## src/rtl/sensor_access_scheduler_if.sv

```systemverilog
// Handshake bundle between the request decoder, the DHT11 front end and the UART response path.
interface sensor_access_scheduler_if;
  logic        req_valid;
  logic [7:0]  req_code;
  logic        req_ready;
  logic        sensor_start;
  logic        sensor_done;
  logic        sensor_error;
  logic [39:0] sensor_data;
  logic        resp_valid;
  logic        resp_ready;
  logic [7:0]  resp_code;
  logic [7:0]  resp_value;
  logic        busy;

  modport master (
    output req_valid, req_code, sensor_done, sensor_error, sensor_data, resp_ready,
    input  req_ready, sensor_start, resp_valid, resp_code, resp_value, busy
  );

  modport slave (
    input  req_valid, req_code, sensor_done, sensor_error, sensor_data, resp_ready,
    output req_ready, sensor_start, resp_valid, resp_code, resp_value, busy
  );
endinterface

```

## src/rtl/sensor_access_scheduler.sv

```systemverilog
// Arbitrates DHT11 reads between client one-shots and continuous monitoring,
// enforcing the inter-read gap and access timeout, and emits one response per access/command.
module sensor_access_scheduler #(
  parameter int unsigned MIN_GAP_CYCLES = 100_000_000,
  parameter int unsigned TIMEOUT_CYCLES = 5_000_000
) (
  input logic                      clock,
  input logic                      reset_n,
  sensor_access_scheduler_if.slave bus
);

  localparam int unsigned GAP_W = $clog2(MIN_GAP_CYCLES + 1);
  localparam int unsigned TO_W  = $clog2(TIMEOUT_CYCLES);
  localparam logic [GAP_W-1:0] GAP_LOAD = GAP_W'(MIN_GAP_CYCLES);
  localparam logic [TO_W-1:0]  TO_LAST  = TO_W'(TIMEOUT_CYCLES - 1);

  typedef enum logic [2:0] {S_IDLE, S_HOLDOFF, S_START, S_WAIT, S_RESPOND} state_t;
  typedef enum logic [1:0] {MODE_OFF = 2'b00, MODE_TEMP = 2'b01, MODE_HUM = 2'b10} mode_t;

  state_t           state, state_d;
  mode_t            mode, mode_d;
  logic [GAP_W-1:0] gap_cnt;
  logic [TO_W-1:0]  to_cnt;
  logic             run;
  logic             tag_hum, tag_hum_d, tag_cont, tag_cont_d;
  logic [7:0]       code_q, value_q, code_d, value_d;
  logic             cap, wait_exit;

  logic [7:0] hum_int, hum_dec, temp_int, temp_dec, csum, sum_b;
  logic       csum_ok;

  assign hum_int  = bus.sensor_data[39:32];
  assign hum_dec  = bus.sensor_data[31:24];
  assign temp_int = bus.sensor_data[23:16];
  assign temp_dec = bus.sensor_data[15:8];
  assign csum     = bus.sensor_data[7:0];
  assign sum_b    = hum_int + hum_dec + temp_int + temp_dec;
  assign csum_ok  = (sum_b == csum);

  // run holds req_ready low until the first edge after reset release
  assign bus.req_ready    = (state == S_IDLE) && run;
  assign bus.sensor_start = (state == S_START);
  assign bus.resp_valid   = (state == S_RESPOND);
  assign bus.resp_code    = code_q;
  assign bus.resp_value   = value_q;
  assign bus.busy         = (state != S_IDLE);

  always_comb begin
    state_d    = state;
    mode_d     = mode;
    tag_hum_d  = tag_hum;
    tag_cont_d = tag_cont;
    cap        = 1'b0;
    wait_exit  = 1'b0;
    code_d     = '0;
    value_d    = '0;
    case (state)
      S_IDLE: begin
        if (run && bus.req_valid) begin
          case (bus.req_code)
            8'h01, 8'h02: begin
              state_d    = S_HOLDOFF;
              tag_cont_d = 1'b0;
              tag_hum_d  = (bus.req_code == 8'h02);
            end
            8'h03: begin mode_d = MODE_TEMP; cap = 1'b1; code_d = 8'h0A; state_d = S_RESPOND; end
            8'h04: begin mode_d = MODE_HUM;  cap = 1'b1; code_d = 8'h0B; state_d = S_RESPOND; end
            8'h05: begin mode_d = MODE_OFF;  cap = 1'b1; code_d = 8'h0C; state_d = S_RESPOND; end
            default: begin
              cap     = 1'b1;
              code_d  = 8'hEF;
              value_d = bus.req_code;
              state_d = S_RESPOND;
            end
          endcase
        end else if (run && mode != MODE_OFF && gap_cnt == '0) begin
          state_d    = S_START;
          tag_cont_d = 1'b1;
          tag_hum_d  = (mode == MODE_HUM);
        end
      end
      S_HOLDOFF: if (gap_cnt == '0) state_d = S_START;
      S_START:   state_d = S_WAIT;
      S_WAIT: begin
        wait_exit = bus.sensor_done || bus.sensor_error || (to_cnt == TO_LAST);
        if (wait_exit) begin
          cap     = 1'b1;
          state_d = S_RESPOND;
          code_d  = 8'h1F;
          if (bus.sensor_done) begin
            if (!csum_ok)     value_d = 8'h02;
            else if (tag_hum) begin code_d = tag_cont ? 8'h0B : 8'h08; value_d = hum_int;  end
            else              begin code_d = tag_cont ? 8'h0A : 8'h09; value_d = temp_int; end
          end else if (bus.sensor_error) begin
            value_d = 8'h01;
          end
        end
      end
      S_RESPOND: if (bus.resp_ready) state_d = S_IDLE;
      default:   state_d = S_IDLE;
    endcase
  end

  always_ff @(posedge clock or negedge reset_n) begin
    if (!reset_n) begin
      state    <= S_IDLE;
      mode     <= MODE_OFF;
      run      <= 1'b0;
      tag_hum  <= 1'b0;
      tag_cont <= 1'b0;
      code_q   <= '0;
      value_q  <= '0;
      gap_cnt  <= '0;
      to_cnt   <= '0;
    end else begin
      state    <= state_d;
      mode     <= mode_d;
      run      <= 1'b1;
      tag_hum  <= tag_hum_d;
      tag_cont <= tag_cont_d;
      if (cap) begin
        code_q  <= code_d;
        value_q <= value_d;
      end
      if (wait_exit)           gap_cnt <= GAP_LOAD;
      else if (gap_cnt != '0)  gap_cnt <= gap_cnt - GAP_W'(1);
      if (state == S_START)     to_cnt <= '0;
      else if (state == S_WAIT) to_cnt <= to_cnt + TO_W'(1);
    end
  end

endmodule

```

## src/flat_wrapper.sv

```systemverilog
// flat-port wrapper written by rule: the top's interface ports become plain ports
module sensor_access_scheduler_flat 
#(
  parameter int unsigned MIN_GAP_CYCLES = 100_000_000,
  parameter int unsigned TIMEOUT_CYCLES = 5_000_000
)
  (clock, reset_n, bus_req_valid, bus_req_code, bus_sensor_done, bus_sensor_error, bus_sensor_data, bus_resp_ready, bus_req_ready, bus_sensor_start, bus_resp_valid, bus_resp_code, bus_resp_value, bus_busy);
  sensor_access_scheduler_if bus_i ();
  input logic clock;
  input logic reset_n;
  input wire logic [$bits(bus_i.req_valid)-1:0] bus_req_valid;
  input wire logic [$bits(bus_i.req_code)-1:0] bus_req_code;
  input wire logic [$bits(bus_i.sensor_done)-1:0] bus_sensor_done;
  input wire logic [$bits(bus_i.sensor_error)-1:0] bus_sensor_error;
  input wire logic [$bits(bus_i.sensor_data)-1:0] bus_sensor_data;
  input wire logic [$bits(bus_i.resp_ready)-1:0] bus_resp_ready;
  output wire logic [$bits(bus_i.req_ready)-1:0] bus_req_ready;
  output wire logic [$bits(bus_i.sensor_start)-1:0] bus_sensor_start;
  output wire logic [$bits(bus_i.resp_valid)-1:0] bus_resp_valid;
  output wire logic [$bits(bus_i.resp_code)-1:0] bus_resp_code;
  output wire logic [$bits(bus_i.resp_value)-1:0] bus_resp_value;
  output wire logic [$bits(bus_i.busy)-1:0] bus_busy;
  assign bus_i.req_valid = bus_req_valid;
  assign bus_i.req_code = bus_req_code;
  assign bus_i.sensor_done = bus_sensor_done;
  assign bus_i.sensor_error = bus_sensor_error;
  assign bus_i.sensor_data = bus_sensor_data;
  assign bus_i.resp_ready = bus_resp_ready;
  assign bus_req_ready = bus_i.req_ready;
  assign bus_sensor_start = bus_i.sensor_start;
  assign bus_resp_valid = bus_i.resp_valid;
  assign bus_resp_code = bus_i.resp_code;
  assign bus_resp_value = bus_i.resp_value;
  assign bus_busy = bus_i.busy;
  sensor_access_scheduler #(.MIN_GAP_CYCLES(MIN_GAP_CYCLES), .TIMEOUT_CYCLES(TIMEOUT_CYCLES)) u_core (.clock(clock), .reset_n(reset_n), .bus(bus_i));
endmodule
```

## config.mk

```make
export PLATFORM = sky130hd
export DESIGN_NAME = sensor_access_scheduler_flat
export DESIGN_NICKNAME = d
export VERILOG_FILES = /design/src/rtl/sensor_access_scheduler_if.sv /design/src/rtl/sensor_access_scheduler.sv /design/src/flat_wrapper.sv
export SDC_FILE = /design/constraint.sdc
export NUM_CORES = 1
export LEC_CHECK = 0
export ABC_AREA = 0
export CAP_MARGIN = 30
export CORE_UTILIZATION = 53
export DETAILED_ROUTE_END_ITERATION = 16
export PLACE_DENSITY_LB_ADDON = 0.25
export SLEW_MARGIN = 25
export SYNTH_ARGS = -nofsm -noshare
export SYNTH_HDL_FRONTEND = slang
export SYNTH_SLANG_ARGS = --single-unit
```

## constraint.sdc

```tcl
create_clock -name clock -period 5 [get_ports clock]
set_input_delay 1.25 -clock clock [delete_from_list [all_inputs] [get_ports clock]]
set_output_delay 1.25 -clock clock [all_outputs]
set_load 0.1 [all_outputs]
```

==> reports/metrics.yaml <==
power:
  p_sw_w: 0.000573
  pwr-share-comb: 0.350
  powerDensity_nw_per_um2: 278
  p_seq_frac: 0.402
  peakVddDrop_v: 0.000128
  p_leak_nw: 2.30
  p_int_w: 0.000972
  swShare: 0.371
  clock_power_share: 0.247
synth:
  async_flop_share: 1.00
  synthDominantCellAreaShare: 0.391
  yosys.area_share.adder: 0.0852
  synthFlopType: "dfrtp_1"
  synthSimpleGateAreaFrac: 0.240
  ys_seq_area_frac: 0.391
  synth_top_area_cell: "dfrtp_1"
  ys_warn_count: 0
  synthMuxAreaShare: 0.0185
  synth_area_leaders: "dfrtp_1 (39%), xor2_1 (6.6%), fa_1 (6.1%)"
  synth_edf_count: 0
  syn_inst: 482
  synth.ff_latch_count: 72
  synth_nets: 559
  synth-xor-area-share: 0.102
  ys_types: 64
  syn_avg_cell_area_um2: 9.57
  synth_compound_area_frac: 0.124
  synth.cell_area_um2: 4610
  synth_top_family_by_area: "simple AND/OR/NAND/NOR gates"
hold_path:
  min_from: "u_core.bus.resp_code[3]"
  hold_depth: 1
  min_to: "u_core.bus.resp_code[3]"
  holdCritPathClass: "reg -> reg"
drt:
  vias: 3847
  routed_wl_um: 10200
  first_pass_iters: 4
  drc: 0
  wire_per_inst_um: 15.5
  drtIter0Drc: 175
  antenna_left: 0
  vias_per_cell: 5.81
timing:
  period_needed_ns: 4.80
  maxSlewViolCount: 0
  setup_ws_ns: 0.196
  worst_hold_slack_ns: 0.497
  finalCritPeriodShare: 0.961
  relSlewSlack: 0.317
  setup_violations: 0
  clock_skew_ns: 0.0171
  hold_viol: 0
  timing.fmax_mhz: 208
  rsz0062_at_grt: "false"
  tightestPinTransition_ns: 1.02
floorplanning:
  dieWidth_um: 95.3
  die_height_um: 95.3
  ios: 74
  start_util: 0.556
  core.rowCount: 33
  coreArea_um2: 8300
  die-area_um2: 9080
critical_path:
  arrival_ns: 5.01
  cp-start-kind: "input pin"
  path_class: "in -> reg"
  critPathRequiredTime_ns: 5.20
  reg2regPathDepth: 6
  cp_max_fo: 6
  r2r_setup_slack_ns: 1.79
  cp-end-kind: "flip-flop"
  reg2reg_from: "u_core.state[0]"
  r2r-end: "u_core.bus.resp_value[2]"
outcome:
  status: "completed"
global_routing:
  grt_pass1_wl_um: 16900
  grt_overflow: 0
  antenna_found_initial: 0
  grt_max_degree: 45
  track_usage: 0.239
  grt_pass1_vias: 3756
placement:
  place_hpwl_um: 7890
  dp.cells: 647
  gp_congestion: 0.806
  place_ws_ns: -0.105
  portBuffers: 73
clock_tree:
  htreeDepth: 3
  insertion_delay_ns: 0.34
  cts.path.max_buffers: 2
  path_clk_slew_ns: 0.07
  cts_tree: "yes"
  cts-resized-gates: 0
  numCtsBuffers: 9
  clock-sinks: 72
  ctsRootBufferMaster: "clkbuf_8"
  postCtsHoldBufs: 0
  post_cts_buffers: 0
finish:
  layout-drive-gt1-share: 0.0718
  final_cells: 662
  syn2layout_area_growth_pct: 20.8
  layout.nets: 630
  insertedDiodeCount: 0
job:
  cap_violations: 0
==> Yosys cell counts, types with 5 or more instances <==
library cell,n
dfrtp_1,72
nor2_1,51
nand2_1,49
xor2_1,35
inv_1,22
nand3_1,22
a21oi_1,18
o21ai_0,18
fa_1,14
nor3_1,13
xnor2_1,11
clkbuf_1,10
ha_1,9
nand4_1,8
or3_1,8
or4_1,8
a22oi_1,6
and3_1,6
nor4_1,5
o22ai_1,5
o31ai_1,5
o41ai_1,5
==> placed cells by master, fill, tap and decap left out, types with 14 or more instances in the layout <==
cell type	count
a21oi_1	18
clkdlybuf4s50_1	71
dfrtp_1	72
fa_1	14
inv_1	22
nand2_1	49
nand3_1	22
nor2_1	51
o21ai_0	18
xor2_1	35
==> power by group through the flow <==
stage	clock network, W	registers [W]	logic, W
2_1_floorplan	0	0.000763	0.000251
3_3_place_gp	0	0.000632	0.000528
5_1_grt	0.000417	0.000623	0.000583
4_1_cts	0.000387	0.000621	0.000543
6_report	0.000382	0.000621	0.000542
3_5_place_dp	0	0.000633	0.000542
==> layer usage <==
metal  GRT usage  up-vias  share of wire
li1            -     1854              -
met1       0.303     1887           0.43
met2       0.402       93           0.51
met3      0.0518       13          0.050
met4      0.0808        0          0.012
met5           0        -              0
==> state kept, by name (all words and copies together), names as in the netlist <==
name	count
u_core.mode	2
u_core.to_cnt	23
u_core.run	1
u_core.state	3
u_core.gap_cnt	27
u_core.tag_cont	1
u_core.bus.resp_code	6
u_core.bus.resp_value	8
u_core.tag_hum	1
==> critical path, cell delays in order <==
cell	delay, ns
clkdlybuf4s50_1	0.43
fa_1	0.54
inv_1	0.05
fa_1	0.50
inv_1	0.04
ha_1	0.22
fa_1	0.40
xnor3_1	0.38
o31ai_1	0.07
nor3_1	0.15
o2111ai_1	0.15
or2_0	0.28
buf_4	0.18
o41ai_1	0.35
==> through the flow <==
stage           util  total power (W)  TNS, ns  instance area (um2)
2_1_floorplan      -          0.00101        0                 4610
3_3_place_gp   0.652          0.00116        0                 5410
3_5_place_dp   0.652          0.00117   -0.343                 5410
4_1_cts        0.671          0.00155        0                 5570
5_1_grt        0.671          0.00162        0                 5570
6_report       0.671          0.00155        0                 5570
==> worst max path at each step <==
stage                             startpoint                       end  slack [ns]  depth (start not counted)
after floorplan           bus_sensor_data[9]   u_core.bus.resp_code[2]        0.51                         13
after global placement    bus_sensor_data[9]  u_core.bus.resp_value[6]        0.06                         14
after detailed placement  bus_sensor_data[9]  u_core.bus.resp_value[4]       -0.11                         14
after CTS                 bus_sensor_data[9]  u_core.bus.resp_value[4]        0.25                         14
after global routing      bus_sensor_data[9]  u_core.bus.resp_value[4]        0.03                         14
final                     bus_sensor_data[9]  u_core.bus.resp_value[4]        0.20                         14
==> cells by family after synthesis <==
logic type / Yosys count
AOI/OAI and AO/OA: 85
xor gates and xnor gates: 49
adders and majority gates: 23
buffers and inverters: 41
DFF: 72
muxes: 8
other: 1
and+or+nand+nor: 203
==> area by class of cell <==
| cell class | instances | area [um2] |
|---|---|---|
| Fill cell | 663 | 2730 |
| Timing Repair Buffer | 78 | 763 |
| Tap cell | 105 | 131 |
| Sequential cell | 72 | 1800 |
| Clock buffer | 11 | 131 |
| Inverter | 23 | 86.3 |
| Multi-Input combinational cell | 369 | 2630 |
| Clock inverter | 4 | 22.5 |
(Power assumes the default switching activity.)
